==> src/rtl/rpc_config_path_pkg.sv <==
// Shared configuration for the RPC DRAM command path: geometry constants,
// the decoded DRAM address struct and the segment-length helper.
package rpc_config_path_pkg;

    localparam int RPC_WORD_BYTES_LOG2 = 5;
    localparam int RPC_COL_WIDTH       = 6;
    localparam int RPC_BANK_WIDTH      = 2;
    localparam int RPC_ROW_WIDTH       = 13;
    localparam int RPC_LEN_WIDTH       = 8;
    localparam int RPC_MAX_BURST       = 64;
    localparam int RPC_BURST_LEN_W     = $clog2(RPC_MAX_BURST);
    localparam int RPC_WADDR_W         = RPC_COL_WIDTH + RPC_BANK_WIDTH + RPC_ROW_WIDTH;
    // Remaining-words counter must hold len+1, i.e. up to 2**LEN_WIDTH.
    localparam int RPC_REM_W           = RPC_LEN_WIDTH + 1;

    typedef logic [RPC_REM_W-1:0] rpc_rem_t;

    typedef enum logic {
        ST_IDLE  = 1'b0,
        ST_SPLIT = 1'b1
    } rpc_split_state_e;

    typedef struct packed {
        logic [RPC_ROW_WIDTH-1:0]  row;
        logic [RPC_BANK_WIDTH-1:0] bank;
        logic [RPC_COL_WIDTH-1:0]  col;
    } rpc_dram_addr_t;

    // Words that can go out in one burst starting at col: bounded by the
    // remaining length, the end of the row and the next MAX_BURST boundary.
    function automatic rpc_rem_t rpc_seg_len(input logic [RPC_COL_WIDTH-1:0] col,
                                             input rpc_rem_t rem);
        logic [RPC_COL_WIDTH:0]   room_row;
        logic [RPC_COL_WIDTH:0]   room_burst;
        logic [RPC_COL_WIDTH:0]   room;
        logic [RPC_COL_WIDTH-1:0] burst_mask;
        rpc_rem_t                 room_ext;
        burst_mask = RPC_COL_WIDTH'(RPC_MAX_BURST - 1);
        room_row   = (RPC_COL_WIDTH+1)'(1 << RPC_COL_WIDTH) - {1'b0, col};
        room_burst = (RPC_COL_WIDTH+1)'(RPC_MAX_BURST) - {1'b0, col & burst_mask};
        room       = (room_burst < room_row) ? room_burst : room_row;
        room_ext   = RPC_REM_W'(room);
        return (rem < room_ext) ? rem : room_ext;
    endfunction

endpackage

==> src/rtl/rpc_addr_decode.sv <==
// Word address to {row, bank, col}. Column bits are lowest, so a row
// crossing advances the bank first, then the row. Shared with the PHY side.
module rpc_addr_decode
    import rpc_config_path_pkg::*;
(
    input  logic [RPC_WADDR_W-1:0] waddr_i,
    output rpc_dram_addr_t         dram_o
);

    // Pure bit-field split of the word address.
    always_comb begin
        dram_o.col  = waddr_i[RPC_COL_WIDTH-1:0];
        dram_o.bank = waddr_i[RPC_COL_WIDTH +: RPC_BANK_WIDTH];
        dram_o.row  = waddr_i[RPC_COL_WIDTH+RPC_BANK_WIDTH +: RPC_ROW_WIDTH];
    end

endmodule

==> src/rtl/rpc_axi_cmd_splitter.sv <==
// Splits word-granular upstream bursts into RPC DRAM bursts that stay inside
// one row and never exceed MAX_BURST words. One request in flight at a time.
// Optional statistics counters are built when RPC_SPLIT_STATS_EN is defined.
module rpc_axi_cmd_splitter
    import rpc_config_path_pkg::*;
#(
    parameter int ADDR_WIDTH      = 32,
    parameter int WORD_BYTES_LOG2 = RPC_WORD_BYTES_LOG2,
    parameter int COL_WIDTH       = RPC_COL_WIDTH,
    parameter int BANK_WIDTH      = RPC_BANK_WIDTH,
    parameter int ROW_WIDTH       = RPC_ROW_WIDTH,
    parameter int LEN_WIDTH       = RPC_LEN_WIDTH,
    parameter int MAX_BURST       = RPC_MAX_BURST,
    parameter int ID_WIDTH        = 4
) (
    input  logic                         clk_i,
    input  logic                         rst_i,
    input  logic                         req_valid_i,
    output logic                         req_ready_o,
    input  logic [ADDR_WIDTH-1:0]        req_addr_i,
    input  logic [LEN_WIDTH-1:0]         req_len_i,
    input  logic                         req_write_i,
    input  logic [ID_WIDTH-1:0]          req_id_i,
    output logic                         cmd_valid_o,
    input  logic                         cmd_ready_i,
    output logic [BANK_WIDTH-1:0]        cmd_bank_o,
    output logic [ROW_WIDTH-1:0]         cmd_row_o,
    output logic [COL_WIDTH-1:0]         cmd_col_o,
    output logic [$clog2(MAX_BURST)-1:0] cmd_len_o,
    output logic                         cmd_write_o,
    output logic [ID_WIDTH-1:0]          cmd_id_o,
    output logic                         cmd_last_o,
    output logic                         busy_o,
    output logic [31:0]                  stat_seg_cnt_o,
    output logic [31:0]                  stat_split_cnt_o
);

    localparam int WADDR_W   = COL_WIDTH + BANK_WIDTH + ROW_WIDTH;
    localparam int CMD_LEN_W = $clog2(MAX_BURST);

    rpc_split_state_e      state_q, state_d;
    logic [WADDR_W-1:0]    waddr_q, waddr_d;
    rpc_rem_t              rem_q, rem_d;
    logic                  write_q, write_d;
    logic [ID_WIDTH-1:0]   id_q, id_d;

    logic [WADDR_W-1:0]    req_waddr;
    rpc_rem_t              req_rem;
    rpc_dram_addr_t        cur_addr;
    rpc_rem_t              seg;
    logic                  seg_last;
    logic                  split;
    logic                  unused_addr_bits;

    // Byte offset and address bits above the DRAM map are don't-care.
    assign req_waddr        = req_addr_i[WORD_BYTES_LOG2 +: WADDR_W];
    assign unused_addr_bits = ^{req_addr_i[WORD_BYTES_LOG2-1:0],
                                req_addr_i[ADDR_WIDTH-1:WORD_BYTES_LOG2+WADDR_W]};
    assign req_rem          = RPC_REM_W'(req_len_i) + RPC_REM_W'(1);

    rpc_addr_decode u_addr_decode (
        .waddr_i (waddr_q),
        .dram_o  (cur_addr)
    );

    // Current segment size is a pure function of the latched pointer, so the
    // cmd_* outputs stay frozen while the downstream side stalls.
    assign seg      = rpc_seg_len(cur_addr.col, rem_q);
    assign seg_last = (seg == rem_q);
    assign split    = (state_q == ST_SPLIT);

    // State register.
    always_ff @(posedge clk_i) begin
        if (rst_i) state_q <= ST_IDLE;
        else       state_q <= state_d;
    end

    // Request context: word pointer, words remaining, direction and ID.
    always_ff @(posedge clk_i) begin
        if (rst_i) begin
            waddr_q <= '0;
            rem_q   <= '0;
            write_q <= 1'b0;
            id_q    <= '0;
        end else begin
            waddr_q <= waddr_d;
            rem_q   <= rem_d;
            write_q <= write_d;
            id_q    <= id_d;
        end
    end

    // Next state: latch on accept, advance pointer on each cmd handshake.
    always_comb begin
        state_d = state_q;
        waddr_d = waddr_q;
        rem_d   = rem_q;
        write_d = write_q;
        id_d    = id_q;
        case (state_q)
            ST_IDLE: begin
                if (req_valid_i) begin
                    waddr_d = req_waddr;
                    rem_d   = req_rem;
                    write_d = req_write_i;
                    id_d    = req_id_i;
                    state_d = ST_SPLIT;
                end
            end
            ST_SPLIT: begin
                if (cmd_ready_i) begin
                    // Pointer wraps at top of memory back to bank 0 / row 0.
                    waddr_d = waddr_q + WADDR_W'(seg);
                    rem_d   = rem_q - seg;
                    if (seg_last) state_d = ST_IDLE;
                end
            end
            default: state_d = ST_IDLE;
        endcase
    end

    // Outputs: data fields read as zero whenever no segment is offered.
    always_comb begin
        req_ready_o = ~split;
        cmd_valid_o = split;
        busy_o      = split;
        cmd_bank_o  = '0;
        cmd_row_o   = '0;
        cmd_col_o   = '0;
        cmd_len_o   = '0;
        cmd_write_o = 1'b0;
        cmd_id_o    = '0;
        cmd_last_o  = 1'b0;
        if (split) begin
            cmd_bank_o  = cur_addr.bank;
            cmd_row_o   = cur_addr.row;
            cmd_col_o   = cur_addr.col;
            cmd_len_o   = CMD_LEN_W'(seg - RPC_REM_W'(1));
            cmd_write_o = write_q;
            cmd_id_o    = id_q;
            cmd_last_o  = seg_last;
        end
    end

`ifdef RPC_SPLIT_STATS_EN
    logic [31:0] stat_seg_cnt_q, stat_seg_cnt_d;
    logic [31:0] stat_split_cnt_q, stat_split_cnt_d;
    logic        req_multi;

    // Request needs several bursts when its first segment is shorter than it.
    assign req_multi = (rpc_seg_len(req_waddr[COL_WIDTH-1:0], req_rem) != req_rem);

    // Saturating event counters.
    always_comb begin
        stat_seg_cnt_d   = stat_seg_cnt_q;
        stat_split_cnt_d = stat_split_cnt_q;
        if (split && cmd_ready_i && (stat_seg_cnt_q != '1))
            stat_seg_cnt_d = stat_seg_cnt_q + 32'd1;
        if (!split && req_valid_i && req_multi && (stat_split_cnt_q != '1))
            stat_split_cnt_d = stat_split_cnt_q + 32'd1;
    end

    // Counter registers.
    always_ff @(posedge clk_i) begin
        if (rst_i) begin
            stat_seg_cnt_q   <= '0;
            stat_split_cnt_q <= '0;
        end else begin
            stat_seg_cnt_q   <= stat_seg_cnt_d;
            stat_split_cnt_q <= stat_split_cnt_d;
        end
    end

    assign stat_seg_cnt_o   = stat_seg_cnt_q;
    assign stat_split_cnt_o = stat_split_cnt_q;
`else
    assign stat_seg_cnt_o   = '0;
    assign stat_split_cnt_o = '0;
`endif

endmodule
==> config.mk <==
export PLATFORM = sky130hd
export DESIGN_NAME = rpc_axi_cmd_splitter
export DESIGN_NICKNAME = d
export VERILOG_FILES = /design/src/rtl/rpc_config_path_pkg.sv /design/src/rtl/rpc_addr_decode.sv /design/src/rtl/rpc_axi_cmd_splitter.sv
export SDC_FILE = /design/constraint.sdc
export NUM_CORES = 1
export LEC_CHECK = 0
export CAP_MARGIN = 20
export CORE_ASPECT_RATIO = 1.75
export CORE_MARGIN = 3
export CORE_UTILIZATION = 45
export CTS_CLUSTER_DIAMETER = 100
export DETAILED_ROUTE_END_ITERATION = 10
export GPL_TIMING_DRIVEN = 0
export PLACE_DENSITY = 0.82
export SLEW_MARGIN = 20
export SYNTH_ARGS = -nofsm -noshare
export SYNTH_HDL_FRONTEND = slang
export SYNTH_HIERARCHICAL = 1
export SYNTH_SLANG_ARGS = --single-unit
==> constraint.sdc <==
create_clock -name clk_i -period 5.05 [get_ports clk_i]
set_clock_uncertainty 0.2 [all_clocks]
set_input_delay 0.505 -clock clk_i [delete_from_list [all_inputs] [get_ports clk_i]]
set_output_delay 0.505 -clock clk_i [all_outputs]
set_load 0.02 [all_outputs]
==> flow_summary.yaml <==
synthesis:
  synth-seq-cells: 36
  ys_seq_area_frac: 0.1849
  async_flop_share: 0
  synth_cell_types: 57
  ys_warn_count: 6
  synthesis.area_um2: 3897
  yosys-top-cells-count: "buf_4 (86), nand2_1 (48), dfxtp_1 (36)"
  ys_top_cells_by_area: "dfxtp_1 (18%), buf_4 (17%), ha_1 (8.3%)"
  avgSynthCellArea_um2: 7.583
  synth.most_common_cell: "buf_4"
  syn_inst: 514
  synth_flop_cell: "dfxtp_1"
  synth_top_cell_by_area: "dfxtp_1"
  synth_edf_count: 0
  yosysTopAreaCellShare: 0.1849
status:
  status: "finished, final reports clean"
placement:
  io_buffers: 72
  post-place-cells: 766
  place.detailed.hpwl_um: 9236
  gp_congestion: 0.9663
clocking:
  htreeDepth: 2
  cts_hold_buf: 0
  root_buffer: "clkbuf_16"
  clk_latency_ps: 290
  clk_pin_slew_worst_paths_ps: 50
  clockBufferDepth: 2
  cts_buffers: 5
  clock-sinks: 36
  cts_tree: "built"
critical_path:
  crit_chain: "buf_4, inv_1, ha_2, nor3b_2, xnor2_1, inv_2, ha_1, a21o_1, a2111oi_1, o21ai_1, buf_4, mux2_2, inv_1, ha_2, nand4_1, nor4_4, and2_4, clkdlybuf4s15_2"
  critPathLaunchType: "flop"
  critical_path.max_stage_delay_ps: 390
  end_kind: "primary output"
  crit_slowest_cell: "ha_2"
  crit_arrival_ps: 4160
  cpLargestDelayFamily: "buffers and inverters"
  cp.required_ps: 4350
  cp_max_fo: 8
  worstSetupPathType: "flop to primary output"
  cp_num_buf_inv: 6
die:
  rows: 44
  fp.dieH_um: 129.1
  die_w_um: 76.35
  fp.coreArea_um2: 8368
  fp.dieArea_um2: 9858
  ioPinCount: 149
  start_util: 0.4658
timing:
  max_freq_mhz: 205.4
  fin_tns_setup_ps: 0
  setup_viol: 0
  rsz0062_at_grt: "yes"
  tightest_slew_ps: 779.1
  timing.final.crit_share: 0.9643
  maxSlewHeadroom: 0.4787
  slew_violations: 0
  hold_viol: 0
  whs_ps: 253.3
  final.min_clock_period_ps: 4870
power:
  p_int_mw: 1.022
  pwr-share-seq: 0.201
  switching_share: 0.4283
  ir_drop_v: 0.0002068
  cellPowerDensity_nw_per_um2: 337.1
  p_sw_mw: 0.7658
  combinationalPowerShare: 0.614
  p_leak_nw: 2.442
  p_clk_frac: 0.185
route:
  wl_per_cell_um: 15.74
  vias_per_cell: 5.259
  wl_um: 12230
  ant_nets: 0
  drc: 0
  vias: 4086
  drt_iter0_markers: 235
  drt_first_pass_iters: 5
min_path:
  min_path_type: "flop to flop"
global_routing:
  grt_pass1_wl_um: 18970
  grt_usage: 0.2358
  grt.overflow.total: 0
  grt_pass1_vias: 4121
  grt_max_degree: 11
  antenna_found_initial: 0
cells_and_area:
  antennaDiodeCount: 0
  syn_to_final_growth_pct: 36.12
  drive_gt1_frac: 0.1949
  fin_cells: 777
  layout.nets: 739
  fin_util: 0.6340
job:
  cap_violations: 0
layout make-up:
type	count	area (um^2)
buffer	108	737.0
inverter	21	78.83
sequential	36	720.7
fill	746	3063
tap	115	143.9
clock buffer	7	152.6
multi-input combinational	414	2723
timing repair buffer	76	749.5
through the flow:
stage / power [mW] / area, um^2 / setup WS (ps)
after detailed placement: 1.336 / 5006 / -259.8
final: 1.788 / 5305 / 180.3
after global placement: 1.296 / 5006 / -150.6
after CTS: 1.687 / 5191 / 42.84
after floorplan: 1.089 / 4141 / 456.1
after global routing: 1.902 / 5305 / -35.43
per-layer routing:
layer,global-route usage,vias to the layer above,routed length (um)
met5,0,-,0
met4,0.1665,0,712
met3,0.03199,59,801
met2,0.4484,225,6472
met1,0.2337,1850,4246
li1,-,1952,-
worst min-delay path, stage by stage, from the launching register on:
cell	delay (ps)
dfxtp_1	300
nand2_1	50
a21oi_1	50
sequential cells by signal (all words and copies together) (netlist names):
name,flops
busy_o,1
id_q,4
rem_q,9
waddr_q,21
write_q,1
cell families after synthesis:
group,after synthesis,share of synthesized area
flip-flops,36,0.1849
AND/OR/NAND/NOR,168,0.2151
multiplexers,15,0.04013
other,1,0.0009622
adder cells (fa/ha/maj),28,0.09374
XOR/XNOR,26,0.05843
AO/OA/AOI/OAI,111,0.1981
buffers and inverters,129,0.2087
power by group through the flow:
stage                     registers (mW)  clock network, mW  logic, mW
after global routing               0.365              0.341       1.20
after CTS                          0.355              0.331       1.00
final                              0.360              0.331       1.10
after floorplan                    0.349                  0      0.740
after detailed placement           0.361                  0      0.975
after global placement             0.359                  0      0.937
worst paths after layout:
check	from	to	slack [ps]	depth (start not counted)
worst max register to register	waddr_q[0]$_SDFFE_PP0P_	waddr_q[17]$_SDFFE_PP0P_	200	20
worst min register to register	id_q[0]$_SDFFE_PP0P_	id_q[0]$_SDFFE_PP0P_	250	2
worst min-delay path	id_q[0]$_SDFFE_PP0P_	id_q[0]$_SDFFE_PP0P_	250	2
worst max-delay path	waddr_q[0]$_SDFFE_PP0P_	cmd_last_o	180	18
cell usage in the layout (no fill, tap or decap), types with 3 or more instances in the layout:
cell	n
ha_2	3
clkbuf_1	15
nor3_1	8
nor2_1	34
mux2i_1	8
ha_1	21
a221oi_1	3
clkbuf_16	5
xor2_1	14
and3_1	9
nand4_1	8
xnor2_1	12
o21ai_0	16
and4_1	3
buf_4	91
nand3_1	14
dfxtp_1	36
a211oi_1	14
buf_2	4
o221ai_1	4
a21oi_1	23
nor2b_1	5
a31oi_1	8
a21o_1	5
inv_1	19
a311oi_1	4
nand2_1	48
clkdlybuf4s50_1	69
or4_1	3
conb_1	66
and2_1	27
o21a_1	5
timing repair:
| action | 4_1_cts | 5_1_grt |
|---|---|---|
| setup buffers | 1 | 3 |
| gates resized for setup | 9 | 25 |
| pin swaps | 0 | 2 |
| endpoints found under the setup margin | 14 | 16 |
Power figures use the tool's default switching activity.
